$ cat src/rtl/fifo_ctl_if.sv
// fifo_ctl_if: write/read/status bundle of fifo_ctl; slave is the FIFO, master is the producer/consumer side.
// No clock inside the interface; clk and rst stay plain ports on the FIFO.
interface fifo_ctl_if #(
    parameter int LOG_NUM_SLOTS = 4,
    parameter int DATA_WIDTH    = 32
);
    logic [DATA_WIDTH-1:0]    data_write;
    logic                     write;
    logic                     full;
    logic                     almost_full;
    logic [DATA_WIDTH-1:0]    data_read;
    logic                     next_read;
    logic                     empty;
    logic                     almost_empty;
    logic [LOG_NUM_SLOTS:0]   level;
    logic                     flush;
    logic                     overflow;
    logic                     underflow;
    logic                     clear_err;
    logic [LOG_NUM_SLOTS:0]   max_level;

    modport slave (
        input  data_write, write, next_read, flush, clear_err,
        output full, almost_full, data_read, empty, almost_empty,
               level, overflow, underflow, max_level
    );

    modport master (
        output data_write, write, next_read, flush, clear_err,
        input  full, almost_full, data_read, empty, almost_empty,
               level, overflow, underflow, max_level
    );
endinterface

$ cat src/rtl/fifo_ctl.sv
// fifo_ctl: first-word-fall-through FIFO, write-to-read latency 1; when full a write is refused unless a read pops in the same cycle.
// Sticky overflow/underflow, synchronous flush; define FIFO_PEAK_LEVEL_EN to track peak occupancy on max_level.
module fifo_ctl #(
    parameter int NUM_SLOTS     = 16,
    parameter int LOG_NUM_SLOTS = 4,
    parameter int DATA_WIDTH    = 32,
    parameter int AF_LEVEL      = 12,
    parameter int AE_LEVEL      = 2
) (
    input  logic      clk,
    input  logic      rst,
    fifo_ctl_if.slave bus
);
    localparam logic [LOG_NUM_SLOTS:0]   LVL_FULL = (LOG_NUM_SLOTS+1)'(NUM_SLOTS);
    localparam logic [LOG_NUM_SLOTS:0]   LVL_AF   = (LOG_NUM_SLOTS+1)'(AF_LEVEL);
    localparam logic [LOG_NUM_SLOTS:0]   LVL_AE   = (LOG_NUM_SLOTS+1)'(AE_LEVEL);
    localparam logic [LOG_NUM_SLOTS-1:0] PTR_ONE  = 1;

    logic [DATA_WIDTH-1:0]    r_mem [NUM_SLOTS];
    logic [LOG_NUM_SLOTS-1:0] r_rd_ptr;
    logic [LOG_NUM_SLOTS-1:0] r_wr_ptr;
    logic [LOG_NUM_SLOTS:0]   r_level;
    logic                     r_overflow;
    logic                     r_underflow;

    logic                     w_empty;
    logic                     w_full;
    logic                     w_rd_ok;
    logic                     w_wr_ok;
    logic                     w_ovf_set;
    logic                     w_unf_set;
    logic [LOG_NUM_SLOTS:0]   w_level_nxt;

    assign w_empty = (r_level == '0);
    assign w_full  = (r_level == LVL_FULL);

    // A pop in the same cycle frees the slot a write into a full FIFO needs.
    assign w_rd_ok = bus.next_read & ~w_empty;
    assign w_wr_ok = bus.write & (~w_full | w_rd_ok);

    // Flush swallows the same-cycle requests, so they raise no error either.
    assign w_ovf_set = ~bus.flush & bus.write & ~w_wr_ok;
    assign w_unf_set = ~bus.flush & bus.next_read & w_empty;

    assign w_level_nxt = bus.flush ? '0
                       : r_level + {{LOG_NUM_SLOTS{1'b0}}, w_wr_ok}
                                 - {{LOG_NUM_SLOTS{1'b0}}, w_rd_ok};

    always_ff @(posedge clk) begin
        if (!rst) begin
            r_rd_ptr    <= '0;
            r_wr_ptr    <= '0;
            r_level     <= '0;
            r_overflow  <= 1'b0;
            r_underflow <= 1'b0;
        end else begin
            if (bus.flush) begin
                r_rd_ptr <= '0;
                r_wr_ptr <= '0;
            end else begin
                if (w_wr_ok) r_wr_ptr <= r_wr_ptr + PTR_ONE;
                if (w_rd_ok) r_rd_ptr <= r_rd_ptr + PTR_ONE;
            end
            r_level <= w_level_nxt;

            if (w_ovf_set)          r_overflow <= 1'b1;
            else if (bus.clear_err) r_overflow <= 1'b0;

            if (w_unf_set)          r_underflow <= 1'b1;
            else if (bus.clear_err) r_underflow <= 1'b0;
        end
    end

    // Storage carries no reset so it maps onto plain RAM.
    always_ff @(posedge clk) begin
        if (rst && !bus.flush && w_wr_ok)
            r_mem[r_wr_ptr] <= bus.data_write;
    end

    assign bus.data_read    = r_mem[r_rd_ptr];
    assign bus.level        = r_level;
    assign bus.empty        = w_empty;
    assign bus.full         = w_full;
    assign bus.almost_full  = (r_level >= LVL_AF);
    assign bus.almost_empty = (r_level <= LVL_AE);
    assign bus.overflow     = r_overflow;
    assign bus.underflow    = r_underflow;

`ifdef FIFO_PEAK_LEVEL_EN
    logic [LOG_NUM_SLOTS:0] r_max_level;

    always_ff @(posedge clk) begin
        if (!rst)                           r_max_level <= '0;
        else if (bus.clear_err)             r_max_level <= '0;
        else if (w_level_nxt > r_max_level) r_max_level <= w_level_nxt;
    end

    assign bus.max_level = r_max_level;
`else
    assign bus.max_level = '0;
`endif
endmodule

$ cat src/flat_wrapper.sv
// flat-port wrapper written by rule: the top's interface ports become plain ports
module fifo_ctl_flat 
#(
    parameter int NUM_SLOTS     = 16,
    parameter int LOG_NUM_SLOTS = 4,
    parameter int DATA_WIDTH    = 32,
    parameter int AF_LEVEL      = 12,
    parameter int AE_LEVEL      = 2
)
  (clk, rst, bus_data_write, bus_write, bus_next_read, bus_flush, bus_clear_err, bus_full, bus_almost_full, bus_data_read, bus_empty, bus_almost_empty, bus_level, bus_overflow, bus_underflow, bus_max_level);
  fifo_ctl_if #(.LOG_NUM_SLOTS(LOG_NUM_SLOTS), .DATA_WIDTH(DATA_WIDTH)) bus_i ();
  input  logic clk;
  input  logic rst;
  input wire logic [$bits(bus_i.data_write)-1:0] bus_data_write;
  input wire logic [$bits(bus_i.write)-1:0] bus_write;
  input wire logic [$bits(bus_i.next_read)-1:0] bus_next_read;
  input wire logic [$bits(bus_i.flush)-1:0] bus_flush;
  input wire logic [$bits(bus_i.clear_err)-1:0] bus_clear_err;
  output wire logic [$bits(bus_i.full)-1:0] bus_full;
  output wire logic [$bits(bus_i.almost_full)-1:0] bus_almost_full;
  output wire logic [$bits(bus_i.data_read)-1:0] bus_data_read;
  output wire logic [$bits(bus_i.empty)-1:0] bus_empty;
  output wire logic [$bits(bus_i.almost_empty)-1:0] bus_almost_empty;
  output wire logic [$bits(bus_i.level)-1:0] bus_level;
  output wire logic [$bits(bus_i.overflow)-1:0] bus_overflow;
  output wire logic [$bits(bus_i.underflow)-1:0] bus_underflow;
  output wire logic [$bits(bus_i.max_level)-1:0] bus_max_level;
  assign bus_i.data_write = bus_data_write;
  assign bus_i.write = bus_write;
  assign bus_i.next_read = bus_next_read;
  assign bus_i.flush = bus_flush;
  assign bus_i.clear_err = bus_clear_err;
  assign bus_full = bus_i.full;
  assign bus_almost_full = bus_i.almost_full;
  assign bus_data_read = bus_i.data_read;
  assign bus_empty = bus_i.empty;
  assign bus_almost_empty = bus_i.almost_empty;
  assign bus_level = bus_i.level;
  assign bus_overflow = bus_i.overflow;
  assign bus_underflow = bus_i.underflow;
  assign bus_max_level = bus_i.max_level;
  fifo_ctl #(.NUM_SLOTS(NUM_SLOTS), .LOG_NUM_SLOTS(LOG_NUM_SLOTS), .DATA_WIDTH(DATA_WIDTH), .AF_LEVEL(AF_LEVEL), .AE_LEVEL(AE_LEVEL)) u_core (.clk(clk), .rst(rst), .bus(bus_i));
endmodule
$ cat config.mk
export PLATFORM = sky130hd
export DESIGN_NAME = fifo_ctl_flat
export DESIGN_NICKNAME = d
export VERILOG_FILES = /design/src/rtl/fifo_ctl_if.sv /design/src/rtl/fifo_ctl.sv /design/src/flat_wrapper.sv
export SDC_FILE = /design/constraint.sdc
export NUM_CORES = 1
export LEC_CHECK = 0
export BUFFER_PORTS_ARGS = -buffer_cell sky130_fd_sc_hd__buf_2
export CORE_MARGIN = 8
export CORE_UTILIZATION = 55
export DETAILED_ROUTE_END_ITERATION = 10
export GPL_ROUTABILITY_DRIVEN = 1
export PLACE_DENSITY_LB_ADDON = 0.25
export RECOVER_POWER = 50
export SLEW_MARGIN = 15
export SYNTH_ARGS = -nofsm -noshare
export SYNTH_HDL_FRONTEND = slang
export SYNTH_SLANG_ARGS = --single-unit
$ cat constraint.sdc
create_clock -name clk -period 5.55 [get_ports clk]
set_clock_uncertainty 0.05 [all_clocks]
set_input_delay 0.8325 -clock clk [delete_from_list [all_inputs] [get_ports clk]]
set_output_delay 0.8325 -clock clk [all_outputs]
set_load 0.01 [all_outputs]
# Word-level counts from Yosys, hierarchy flattened
# Memory sizes are Yosys's and may differ from the RTL's. A register that Yosys moved wholly into a read port is not among the register bits.
# Cells that the tools add are included.
# classes
n_addsub	4
multipliers	0
div	0
order_cmp	2
eq_ne	1
shift	0
muxes	7
n_bitwise	12
n_reduce_logical	7
# ops
cell	count
$add A4 B1 Y4 const B	2
$mux W4	2
$and A1 B1 Y1	6
$add A5 B1 Y5	1
$eq A5 B5 Y1 const B	1
$ge A5 B4 Y1 const B	1
$le A5 B2 Y1 const B	1
$logic_not A5 Y1	1
$mux W1	5
$not A1 Y1	5
$sub A5 B1 Y5	1
$reduce_bool A2 Y1	2
$logic_and A1 B1 Y1	2
$reduce_or A2 Y1	1
$logic_not A1 Y1	1
$or A1 B1 Y1	1
# totals
register_bits	15
latch_bits	0
ramBits	512
mem_bits_ro	0
inputBits	38
output_inout_bits	48
word_cells	39
n_memories	1
# memory_table
name	words	width	read_ports	rd_clocked_by_memory_dff	write_ports	line	rtl
u_core.r_mem	16	32	1	1	1	fifo_ctl.sv:19	logic [DATA_WIDTH-1:0] r_mem [NUM_SLOTS];

# Logic depth before layout (Yosys ltp)
# depth
ltp_word	8
ltp_mapped	12
mapped_depth_nobuf	11

# Worst setup path before layout
# No wires, ideal clock.
# synth_timing
path_type	input-to-reg
from	input bus_next_read
to	memory u_core.r_mem[4][0], enable pin
setup_ps	421
arrival_time_ps	2860
required_time_ps	5079
path_slack_ps	2218
path_stages	5
n_path_buf	2
cell_sequence	clkbuf_1 > o21a_1 > buf_2 > nand2_1 > nor2_1
# synth_via
elab_chain_cells	6
# synth_rtl
element	line	rtl
start, declared	flat_wrapper.sv:16	input wire logic [$bits(bus_i.next_read)-1:0] bus_next_read;
$and A1 B1 Y1	fifo_ctl.sv:38	assign w_rd_ok = bus.next_read & ~w_empty;
$or A1 B1 Y1	fifo_ctl.sv:39	assign w_wr_ok = bus.write & (~w_full | w_rd_ok);
$and A1 B1 Y1	fifo_ctl.sv:39	
$logic_and A1 B1 Y1	fifo_ctl.sv:76	if (rst && !bus.flush && w_wr_ok)
$mux W1	fifo_ctl.sv:76	
$mux W1 (implied by the code)	fifo_ctl.sv:77	r_mem[r_wr_ptr] <= bus.data_write;
end, declared	fifo_ctl.sv:19	
# Every way passes these cells.

==> run metrics <==
status=finished clean; DRC viols=0; Synth warnings=0; register area=~16000 um2; WS Path Type=reg2out; buffers from clock root to sink, at most=3; drt via density=6.105; Crit. End Element=output port; TritonCTS clock tree=yes; Clk Tree Root Cell=clkbuf_16; total chip power=8.574 mW; Synth cell types=35; leakage power total=a little over 7 nW; height of the chip=approximately 210 um; die extent in x=207.7 um; gr usage total=between 10% and 20%; Final Net Count=1085; Final Setup Violations=0; postcts setup bufs=0; Syn Std Cell Area=between 20000 and 25000 um2; antenna-violating nets left=0; first-pass GRT wire length=~63000 um; Yosys top cell by area=edfxtp_1; critical path peak fanout=48; Placed Instance Area=around 21000 um2; Post-synth EDFFs=just over 500; share of power burned in the clock network=38.7%; top cells by area, synth=edfxtp_1 76%, mux4_2 14%, a22oi_1 2.4%; RSZ-0062 raised after global routing=no; post-layout util=about 63%; Yosys reg bits=around 530; DR WL/cell=around 27 um; Mapped Cells=between 900 and 1k; FILL cells=~2.5k; Max-slew headroom=roughly 1.5%; setup TNS=0 ns; Final Instance Count excl. Fillers=1542; area taken by multi-input logic gates=about 4300 um2; IO Count=between 80 and 90; dpl cells=roughly 1.4k; final wirelength=41730 um; initial drt markers=~680; Fmax=roughly 250 MHz; Sw Share=21.62%; Row Count=70; period utilization=between 70 and 80%; GP Congestion=around 0.73; Final Instance Area=22950 um2; Fin. Hold Viols=0; Synth top area share=76.08%; vias post-DR=9414; Startpoint Class=register; hpwl dp=roughly 24000 um; port bufs=80; area of the die=between 40000 and 50000 um2; Final min period=3.941 ns; initial antenna violation count=3; Post-synth top flop=edfxtp_1; # resized after CTS=0; clk_lat worst skew=between 0.5 and 0.6 ns; Post-synth ARST share=0%; largest net degree at the start of global routing=roughly 130; Post-Syn Area per Cell=approximately 22 um2; Pre-antenna DRT Iters=5; # hold bufs at CTS=0; Core ar.=around 36000 um2; Worst Tran Pin Value=between 1 and 1.5 ns; clk sink count=approximately 530; Final Max Slew Viols=0; Worst Path Arrival=between 3 and 4 ns; combinational power share=around 9.0%; Pint=6.721 mW; Reg power frac=52.3%; Initial Util=between 50 and 60%; P per Cell Area=~370 nW/um2; grt ovf=0; Clock Pin Slew Worst Setup and Hold Paths=roughly 0.060 ns; share of cells above drive strength 1=about a quarter; CTS buffer count=between 50 and 60; max-cap violation count=0; vias in the first global route=roughly 10k; P&R area growth vs syn=13.57%; Worst EP required=approximately 4.7 ns; sequential area share after synthesis=between 70% and 80%; CTS H-tree depth=2; P_sw=around 1.9 mW; Peak supply drop=about 0.00029 V; worst hold-check path type=in2reg
==> power groups by stage <==
stage / Sequential [mW] / Combinational, mW / Clock [mW]
4_1_cts: 4.49 / 0.794 / 3.38
5_1_grt: 4.49 / 0.846 / 3.52
6_report: 4.48 / 0.769 / 3.32
3_5_place_dp: 4.57 / 0.790 / 0
3_3_place_gp: 4.57 / 0.781 / 0
2_1_floorplan: 4.53 / 0.599 / 0
==> worst paths after layout <==
check	startpoint	end	slack (ns)	cells past startpoint
worst max-delay path	register	bus_data_read[13]	1.61	5
worst min-delay path	bus_clear_err	u_core.bus.overflow	0.40	2
worst min register to register	u_core.bus.overflow	u_core.bus.overflow	0.42	2
worst max register to register	u_core.bus.level[2]	u_core.r_mem[7][15]	2.08	6
==> metal layers <==
layer | up-vias | share of wire (%) | wire length, um | GRT usage (%)
li1 | 4062 | - | - | -
met1 | 5001 | 41 | 17190 | 25.35
met2 | 275 | 51 | 21290 | 33.00
met3 | 74 | 5.3 | 2196 | 3.714
met4 | 2 | 2.5 | 1037 | 6.265
met5 | - | 0.031 | 13 | 0
==> layout make-up <==
cell class | count | area share, %
Timing Repair Buffer | 104 | 2.857
Inverter | 14 | 0.2290
Clock inverter | 34 | 1.281
Multi-Input combinational cell | 330 | 18.69
Antenna cell | 2 | 0.02181
Tap cell | 468 | 2.551
Sequential cell | 531 | 68.68
Clock buffer | 59 | 5.692
==> worst max-delay path, stage by stage (launching register included) <==
cell and delay [ns]:
dfxtp_4 0.96, buf_12 0.36, mux4_2 0.56, a22oi_1 0.24
nand2_1 0.12, buf_2 0.16
==> synth_stat cells, types with 2 or more instances <==
| cell | n |
|---|---|
| a21oi_1 | 7 |
| a22oi_1 | 64 |
| and2_1 | 3 |
| buf_1 | 9 |
| buf_2 | 9 |
| buf_4 | 14 |
| clkbuf_1 | 21 |
| dfxtp_1 | 19 |
| edfxtp_1 | 512 |
| ha_1 | 14 |
| inv_1 | 14 |
| mux4_2 | 128 |
| nand2_1 | 44 |
| nand2b_1 | 2 |
| nand3_1 | 7 |
| nor2_1 | 27 |
| nor2b_1 | 4 |
| o21a_1 | 2 |
| o21ai_0 | 4 |
| xor2_1 | 5 |
==> sequential cells by signal (all words and copies together), names as in the netlist, named ones only <==
name,count
u_core.r_wr_ptr,4
u_core.bus.overflow,1
u_core.r_mem,512
u_core.bus.level,5
u_core.bus.underflow,1
u_core.r_rd_ptr,4
==> cell families (layout without fill, tap and decap cells) <==
kind of cell               Yosys count  in the layout  share of synthesized area [%]
AOI/OAI and AO/OA                   81             81                          2.873
xor gates and xnor gates             6              6                         0.2600
adders and majority gates           15             15                         0.9659
buffers and inverters               67            211                          1.560
DFF                                531            531                          77.96
muxes                              129            129                          14.31
other                                1              7                        0.01856
and+or+nand+nor                     94             94                          2.043
==> placed cells by master, fill, tap and decap left out, types with 4 or more instances in the layout <==
cell / synthesis / final
inv_1: 14 / 14
edfxtp_1: 512 / 512
dfxtp_1: 19 / 17
clkbuf_1: 21 / 48
nor2_4: 0 / 16
buf_4: 14 / 17
nand2_1: 44 / 44
nand3_1: 7 / 7
clkbuf_16: 0 / 51
buf_2: 9 / 40
conb_1: 1 / 5
nor2_1: 27 / 11
ha_1: 14 / 14
mux4_2: 128 / 128
o21ai_0: 4 / 4
clkinv_1: 0 / 19
a21oi_1: 7 / 7
clkinv_2: 0 / 8
a22oi_1: 64 / 64
buf_16: 0 / 5
bufinv_16: 0 / 5
xor2_1: 5 / 5
==> metrics by stage <==
stage / setup WS, ns / hold WS (ns)
after global routing: 1.332 / 0.3889
after CTS: 1.477 / 0.3662
after detailed placement: 2.054 / 0.4210
final: 1.609 / 0.3970
after floorplan: 2.218 / 0.4145
after global placement: 2.011 / 0.4077
No activity file was read; power rests on OpenSTA's default activity.
